--- config.mk ---
export PLATFORM = sky130hd
export DESIGN_NAME = al_time_set
export DESIGN_NICKNAME = d
export VERILOG_FILES = /design/src/rtl/al_pkg.sv /design/src/rtl/al_btn_debounce.sv /design/src/rtl/al_time_set.sv
export SDC_FILE = /design/constraint.sdc
export NUM_CORES = 1
export LEC_CHECK = 0
export CAP_MARGIN = 20
export CORE_MARGIN = 8
export CORE_UTILIZATION = 55
export DETAILED_ROUTE_END_ITERATION = 8
export PLACE_DENSITY = 0.76
export SYNTH_ARGS = -nofsm -noshare
export SYNTH_HDL_FRONTEND = slang
export SYNTH_HIERARCHICAL = 1
export SYNTH_SLANG_ARGS = --single-unit
--- constraint.sdc ---
create_clock -name mclk -period 2.93 [get_ports mclk]
set_input_delay 0.7325 -clock mclk [delete_from_list [all_inputs] [get_ports mclk]]
set_output_delay 0.7325 -clock mclk [all_outputs]
set_load 0.005 [all_outputs]
--- src/rtl/al_pkg.sv ---
// al_time_set shared types, limits and default timing.
// BCD helpers wrap out-of-range seeds to 00 on the next increment.
package al_pkg;

  typedef enum logic [1:0] {
    RUN      = 2'd0,
    SET_HOUR = 2'd1,
    SET_MIN  = 2'd2,
    COMMIT   = 2'd3
  } state_t;

  typedef struct packed {
    logic [3:0] ms;
    logic [3:0] ls;
  } bcd2_t;

  localparam logic [3:0] HOUR_MS_MAX = 4'd2;
  localparam logic [3:0] HOUR_LS_MAX = 4'd3;
  localparam logic [3:0] MIN_MS_MAX  = 4'd5;
  localparam logic [3:0] MIN_LS_MAX  = 4'd9;

  localparam int DEBOUNCE_SYN = 250000;
  localparam int REPEAT_SYN   = 6250000;
  localparam int BLINK_SYN    = 6250000;
  localparam int DEBOUNCE_SIM = 4;
  localparam int REPEAT_SIM   = 16;
  localparam int BLINK_SIM    = 8;

  function automatic bcd2_t inc_hour(bcd2_t v);
    bcd2_t r;
    r = '0;
    if (v.ms > HOUR_MS_MAX || v.ls > 4'd9 ||
        (v.ms == HOUR_MS_MAX && v.ls >= HOUR_LS_MAX)) begin
      r = '0;
    end else if (v.ls == 4'd9) begin
      r.ms = v.ms + 4'd1;
      r.ls = 4'd0;
    end else begin
      r.ms = v.ms;
      r.ls = v.ls + 4'd1;
    end
    return r;
  endfunction

  function automatic bcd2_t inc_min(bcd2_t v);
    bcd2_t r;
    r = '0;
    if (v.ms > MIN_MS_MAX || v.ls > MIN_LS_MAX ||
        (v.ms == MIN_MS_MAX && v.ls == MIN_LS_MAX)) begin
      r = '0;
    end else if (v.ls == 4'd9) begin
      r.ms = v.ms + 4'd1;
      r.ls = 4'd0;
    end else begin
      r.ms = v.ms;
      r.ls = v.ls + 4'd1;
    end
    return r;
  endfunction

endpackage

--- src/rtl/al_btn_debounce.sv ---
// Push-button front end: 2-flop sync, debounce counter, rising-edge pulse.
// level moves only after the synced input differs for DEBOUNCE_CYCLES cycles.
module al_btn_debounce
  import al_pkg::*;
#(
  parameter int DEBOUNCE_CYCLES = DEBOUNCE_SIM
) (
  input  logic mclk,
  input  logic rst_n,
  input  logic raw,
  output logic level,
  output logic press
);

  localparam int CW = $clog2(DEBOUNCE_CYCLES + 1);
  localparam logic [CW-1:0] LAST = CW'(DEBOUNCE_CYCLES - 1);

  logic          s1;
  logic          s2;
  logic          level_q;
  logic [CW-1:0] cnt;

  always_ff @(posedge mclk) begin
    if (!rst_n) begin
      s1      <= 1'b0;
      s2      <= 1'b0;
      level   <= 1'b0;
      level_q <= 1'b0;
      cnt     <= '0;
    end else begin
      s1      <= raw;
      s2      <= s1;
      level_q <= level;
      if (s2 != level) begin
        if (cnt == LAST) begin
          level <= s2;
          cnt   <= '0;
        end else begin
          cnt <= cnt + CW'(1);
        end
      end else begin
        cnt <= '0;
      end
    end
  end

  assign press = level & ~level_q;

endmodule

--- src/rtl/al_time_set.sv ---
// Alarm clock time-setting FSM: edits a working BCD copy, commits with load.
// Also drives hold for the clock and the blink mask for the display.
module al_time_set
  import al_pkg::*;
#(
  parameter int DEBOUNCE_CYCLES = DEBOUNCE_SYN,
  parameter int REPEAT_CYCLES   = REPEAT_SYN,
  parameter int BLINK_CYCLES    = BLINK_SYN
) (
  input  logic       mclk,
  input  logic       rst_n,
  input  logic       btn_mode,
  input  logic       btn_inc,
  input  logic [3:0] cur_ms_hour,
  input  logic [3:0] cur_ls_hour,
  input  logic [3:0] cur_ms_min,
  input  logic [3:0] cur_ls_min,
  output logic [3:0] set_ms_hour,
  output logic [3:0] set_ls_hour,
  output logic [3:0] set_ms_min,
  output logic [3:0] set_ls_min,
  output logic       load,
  output logic       hold,
  output logic [3:0] blink_mask
);

  localparam int RW = $clog2(REPEAT_CYCLES + 1);
  localparam int BW = $clog2(BLINK_CYCLES + 1);
  localparam logic [RW-1:0] RLAST = RW'(REPEAT_CYCLES - 1);
  localparam logic [BW-1:0] BLAST = BW'(BLINK_CYCLES - 1);

  state_t        state;
  state_t        state_n;
  logic          mode_press;
  logic          mode_level;
  logic          inc_press;
  logic          inc_level;
  logic          in_set;
  logic          rep_fire;
  logic          inc_evt;
  logic [RW-1:0] rep_cnt;
  logic [BW-1:0] blink_cnt;
  logic          phase_off;
  bcd2_t         hr;
  bcd2_t         mn;

  al_btn_debounce #(.DEBOUNCE_CYCLES(DEBOUNCE_CYCLES)) u_mode (
    .mclk  (mclk),
    .rst_n (rst_n),
    .raw   (btn_mode),
    .level (mode_level),
    .press (mode_press)
  );

  al_btn_debounce #(.DEBOUNCE_CYCLES(DEBOUNCE_CYCLES)) u_inc (
    .mclk  (mclk),
    .rst_n (rst_n),
    .raw   (btn_inc),
    .level (inc_level),
    .press (inc_press)
  );

  assign in_set   = (state == SET_HOUR) || (state == SET_MIN);
  assign rep_fire = in_set & inc_level & ~inc_press & (rep_cnt == RLAST);
  // mode wins over a same-cycle increment
  assign inc_evt  = in_set & (inc_press | rep_fire) & ~mode_press;

  always_ff @(posedge mclk) begin
    if (!rst_n) state <= RUN;
    else        state <= state_n;
  end

  always_comb begin
    state_n = state;
    unique case (state)
      RUN:      if (mode_press) state_n = SET_HOUR;
      SET_HOUR: if (mode_press) state_n = SET_MIN;
      SET_MIN:  if (mode_press) state_n = COMMIT;
      COMMIT:   state_n = RUN;
      default:  state_n = RUN;
    endcase
  end

  always_ff @(posedge mclk) begin
    if (!rst_n) begin
      hr <= '0;
      mn <= '0;
    end else if (state == RUN && mode_press) begin
      hr <= {cur_ms_hour, cur_ls_hour};
      mn <= {cur_ms_min, cur_ls_min};
    end else if (inc_evt) begin
      if (state == SET_HOUR) hr <= inc_hour(hr);
      else                   mn <= inc_min(mn);
    end
  end

  always_ff @(posedge mclk) begin
    if (!rst_n) begin
      rep_cnt <= '0;
    end else if (!in_set || !inc_level || inc_press ||
                 state_n != state || rep_fire) begin
      rep_cnt <= '0;
    end else begin
      rep_cnt <= rep_cnt + RW'(1);
    end
  end

  // restart in the on phase so freshly edited digits show at once
  always_ff @(posedge mclk) begin
    if (!rst_n) begin
      blink_cnt <= '0;
      phase_off <= 1'b0;
    end else if (!in_set || state_n != state || inc_evt) begin
      blink_cnt <= '0;
      phase_off <= 1'b0;
    end else if (blink_cnt == BLAST) begin
      blink_cnt <= '0;
      phase_off <= ~phase_off;
    end else begin
      blink_cnt <= blink_cnt + BW'(1);
    end
  end

  always_comb begin
    blink_mask = 4'b1111;
    unique case (1'b1)
      phase_off && state == SET_HOUR: blink_mask = 4'b0011;
      phase_off && state == SET_MIN:  blink_mask = 4'b1100;
      default:                        blink_mask = 4'b1111;
    endcase
  end

  assign hold        = (state != RUN);
  assign load        = (state == COMMIT);
  assign set_ms_hour = hr.ms;
  assign set_ls_hour = hr.ls;
  assign set_ms_min  = mn.ms;
  assign set_ls_min  = mn.ls;

endmodule
Word-level counts from Yosys, hierarchy flattened
Cells that the tools add are included.

Add/subtract/negate cells: 8. Multipliers: 0. Div/mod/pow operators: 0. Magnitude comparators: 5. Eq/ne operators: 15. Shifts and indexed selects: 0. Muxes and demuxes: 15. Bitwise gates (word level): 16. Reductions and logical operators: 35.

Operators with widths (number): $mux 8 (10); $add 23x1->23 const B (2); $eq 23x23->1 const B (2); $add 18x1->18 const B (2); $eq 18x18->1 const B (2); $add 4x1->4 const B (4); $logic_or 1x1->1 (11); $reduce_or 3->1 (3); $eq 4x4->1 const B (2); $gt 4x4->1 const B (2); $not 1->1 (8); $pmux 2 s4 (1); $pmux 4 s2 (1); $reduce_and 2->1 (4); $and 1x1->1 (7); $mux 2 (3); $reduce_and 3->1 (2); $reduce_bool 2->1 (3); $reduce_bool 3->1 (2); $logic_and 1x1->1 (5); $eq 2x2->1 const B (2); $eq 4x2->1 const B (1); $eq 4x3->1 const B (1); $ge 4x2->1 const B (1); other kinds (10) (13).

Register bits: 109. Bits in latches: 0. Bits in writable memories: 0. Bits in read-only memories: 0. Bits of input ports: 20. Output and inout port bits: 22. Logic and storage cells: 112. Memories: 0.

Longest topological paths before layout
Gate-level depths: netlist (run 1).

Depth in word-level cells: 10. Gate-level depth with buffers: 9. Gate-level depth less buffers: 7.

Cells and area by module
The synthesis (run 1) kept the hierarchy.

Modules (own cells, without submodules): al_time_set (times used 1, cells an instance 425, area each 3637.2 um^2, sequential area each 1301.2 um^2); al_btn_debounce (times used 2, cells an instance 105, area each 969.7 um^2, sequential area each 440.4 um^2).

Worst setup path before layout (run 1)
Ideal clock, no wire load.

Kind: reg-to-reg. Start point: register state[0]. End point: register mn (netlist bit set_ms_min[0]). Arrival time: 1.990 ns. Slack: 0.825 ns. Cell stages (with the launch flop): 8. Path buffers: 0. Clock period less this slack: 2.105 ns. Cells stage by stage: dfxtp_1 > inv_1 > ha_1 > a21oi_1 > or4b_2 > nand2b_1 > nor2_1 > o21a_1.

Cells in the longest elaborated chain, start to end: 10. Elaborated cells between the ends (all ways): 16.

Ends and longest elaborated chain: start, declared (line al_time_set.sv:32) `state_t state;`; start signal, assigned (line al_time_set.sv:70) `else state <= state_n;`; $eq 2x1->1 / $eq 2x2->1 (equally long branches) (line al_time_set.sv:63, al_time_set.sv:92); $logic_or 1x1->1 (line al_time_set.sv:63) `assign in_set = (state == SET_HOUR) || (state == SET_MIN);`; $and 1x1->1 (3 in series) (line al_time_set.sv:64) `assign rep_fire = in_set & inc_level & ~inc_press & (rep_cnt == RLAST);`; $or 1x1->1 (line al_time_set.sv:66) `assign inc_evt = in_set & (inc_press | rep_fire) & ~mode_press;`; $and 1x1->1 (2 in series) (line al_time_set.sv:66); $reduce_bool 2->1 (no source line); $reduce_and 3->1 (no source line); end signal, assigned (line al_time_set.sv:90) `mn <= {cur_ms_min, cur_ls_min};`; end signal, assigned (line al_time_set.sv:93) `else mn <= inc_min(mn);`; end, declared (line al_time_set.sv:45) `bcd2_t mn;`.

Several ways; a longest one is shown, not always the timed one. A chain may end at the register's enable or synchronous reset.

Worst setup path in the final report (run 1)
Start point: register state[0]. End point: output blink_mask[2].

Cells in the longest elaborated chain, start to end: 3. Elaborated cells between the ends (all ways): 5.

Ends and longest elaborated chain: $eq 2x2->1 / $eq 2x1->1 (equally long branches) (line al_time_set.sv:128, al_time_set.sv:127); $logic_and 1x1->1 (on tied branches) (line al_time_set.sv:128, al_time_set.sv:127); $pmux 4 s2 (*) (line al_time_set.sv:126) `unique case (1'b1)`; end, declared (line al_time_set.sv:24) `output logic [3:0] blink_mask`.

Mark *: on every way between the ends. The rest lies on a longest branch, timed or not.

==> flow_summary.json, run 1 <==
{
  "status": "finished, final reports clean",
  "syn-num-nets": 669,
  "total_power_mw": 2.42,
  "clockBufferDepth": 2,
  "vias": 4671,
  "ir_drop_uv": 303,
  "grt-ovfl-total": 0,
  "grt_util_all_layers_pct": 17.6,
  "routed_via_density": 5.76,
  "layout_min_cycle_time_ns": 2.72,
  "synthCells": 635,
  "tns_ns": 0,
  "synth_enable_flop_cells": 0,
  "cts_hold_buf": 0,
  "clock_latency_ns": 0.39,
  "syn_to_final_growth_pct": 12.4,
  "wl_per_cell_um": 14.2,
  "fin_worst_skew_ns": 0.0146,
  "cts_sinks": 109,
  "cp_max_fo": 8,
  "start_util_pct": 56.8,
  "grt_pass1_wl_um": 19900,
  "grt_start_max_net_pins": 25,
  "die_h_um": 117,
  "cap_violations": 0,
  "synthDistinctLibCells": 68,
  "postRouteAntennaNets": 0,
  "cts_setup_buffers": 0,
  "dp_hpwl_um": 8380,
  "grt_util_met3_pct": 3.62,
  "grt_pass1_vias": 4360,
  "ys_ff_latch": 109,
  "fin_crit_sh_pct": 93.0,
  "cp_data_required_time_ns": 2.20,
  "seq_area_frac_synth_pct": 39.1,
  "drt_first_pass_iters": 4,
  "io_buffer_count": 41,
  "core_um2": 9820,
  "synthArstFlopShare_pct": 0,
  "h-tree-depth": 3,
  "busiest_layer": "met2",
  "grtUsageMet2_pct": 28.1,
  "antenna_found_initial": 0,
  "grt.met1_usage_pct": 22.6,
  "grt_setup_unrepaired": "false",
  "dieWidth_um": 117,
  "fin_nets": 707,
  "final_max_slew_viol_count": 0,
  "criticalPathCategory": "reg2out",
  "clock_tree.root_cell": "clkbuf_8",
  "postRouteWirelength_um": 11500,
  "clkTransAtPathRegs_ns": 0.11,
  "syn_area_per_cell_um2": 8.78,
  "min_path_type": "reg2reg",
  "cts_tree": "done",
  "cts-resized-gates": 0,
  "worst_pin_slew_ns": 0.818,
  "dieArea_um2": 13600,
  "crit_path_end_kind": "output pin",
  "place_congestion": 0.891,
  "syn_area_um2": 5580,
  "io_pins": 42,
  "row_count": 36,
  "synth_flop_cell": "dfxtp_1",
  "drt_iter0_drc": 304,
  "antenna-diode-count": 0,
  "hold_viol_final": 0,
  "fill_cells": 889,
  "final_common_cell": "dfxtp_1",
  "max-slew-margin-rel_pct": 45.4,
  "powerDensity_nw_per_um2": 386,
  "drc": 0,
  "layout_common_cells": "dfxtp_1 (109), nor3_1 (69), nor2_1 (55)",
  "max_freq_ghz": 0.367,
  "leakage_nw": 1.90,
  "numCtsBuffers": 9,
  "synth-warning-count": 6,
  "drive_gt1_share_pct": 6.64,
  "critPathArrivalTime_ns": 1.99,
  "crit_path_start_kind": "flop",
  "finalSetupViolCount": 0,
  "finish.utilization_pct": 63.8
}
[final cells by class]
type | instances | area [um2] | share of cell area, %
timing repair buffer | 50 | 478 | 7.63
multi-input combinational | 474 | 3140 | 50.1
inverter | 29 | 109 | 1.74
clock inverter | 7 | 65.1 | 1.04
tap | 133 | 166 | 2.66
sequential | 109 | 2180 | 34.8
clock buffer | 9 | 124 | 1.98
[synth_stat cells (all sizes together) (3+ instances only)]
master	number	area [um2]
o21a	4	30.0
nor4b	7	76.3
nor2b	5	31.3
a211oi	9	72.6
nor2	55	206
nand2b	4	25.0
o21ai	14	70.1
clkbuf	8	30.0
nand4b	4	35.0
nor3b	5	37.5
or3	4	25.0
dfxtp	109	2180
and2	8	50.1
o311ai	3	26.3
a21oi	12	60.1
inv	29	109
nand3	31	155
o41ai	3	33.8
a2111oi	3	26.3
and4	8	70.1
nand2	47	181
and3	7	43.8
xnor2	53	464
ha	14	175
xor2	23	201
or4b	3	33.8
nand4	22	180
o31ai	7	80.1
buf	15	123
nor3	70	355
nor4	22	144
[where the power goes]
part / switching [mW] / internal, mW
registers: 0.00211 / 1.48
logic: 0.0175 / 0.0287
clock network: 0.554 / 0.330
total: 0.574 / 1.84
[kinds of logic (layout without fill, tap and decap cells)]
kind of cell    count (synthesis)  count (layout)  synth area share, %
buf+inv                        52              95                 4.69
fa+ha+maj                      14              14                 3.14
flops                         109             109                 39.1
compound gates                 72              72                 10.0
mux                             2               2                0.359
xor+xnor                       76              76                 11.9
simple gates                  310             310                 30.7
[worst max-delay path, stage by stage (launching register included)]
cell and delay (ns):
dfxtp_1 0.45, inv_1 0.13, ha_1 0.33, nand3b_1 0.23
clkdlybuf4s50_1 0.47
[stage by stage]
step	worst slack, ns	cell area [um2]	hold slack (ns)	cells
after floorplan	0.825	5580	0.412	635
after global placement	0.571	6080	0.419	795
after detailed placement	0.500	6080	0.419	795
after CTS	0.185	6270	0.447	811
after global routing	0.0485	6270	0.490	811
final	0.205	6270	0.446	811
[sequential cells by signal, summed over array words and instances, names as in the netlist, 2 cells and up]
signal / count
blink_cnt: 23
rep_cnt: 23
set_ls_hour: 4
set_ls_min: 4
set_ms_hour: 4
set_ms_min: 4
state: 2
u_inc/cnt: 18
u_mode/cnt: 18
[layer usage]
metal / vias up / wire length, um
met5: - / 0
met4: 0 / 179
met3: 18 / 829
met2: 120 / 5080
met1: 2168 / 5410
li1: 2365 / -
[path summary, 6_finish.rpt]
kind,start,end,slack [ns],depth (start not counted)
max,state[0],blink_mask[2],0.21,4
min,u_inc/s1,u_inc/s2,0.45,1
max reg2reg,u_mode/level,set_ls_hour[2],0.42,5
min reg2reg,u_inc/s1,u_inc/s2,0.45,1
Note: power is estimated with default switching activity, not from simulation.
==> run 2, diff against run 1 <==
- CTS_BUF_LIST: unset -> sky130_fd_sc_hd__clkbuf_4 sky130_fd_sc_hd__clkbuf_8 sky130_fd_sc_hd__clkbuf_16
- HOLD_SLACK_MARGIN: unset -> 0.12
==> results of run 2 <==
Final layout, timing and power as in run 1 (identical DEF).
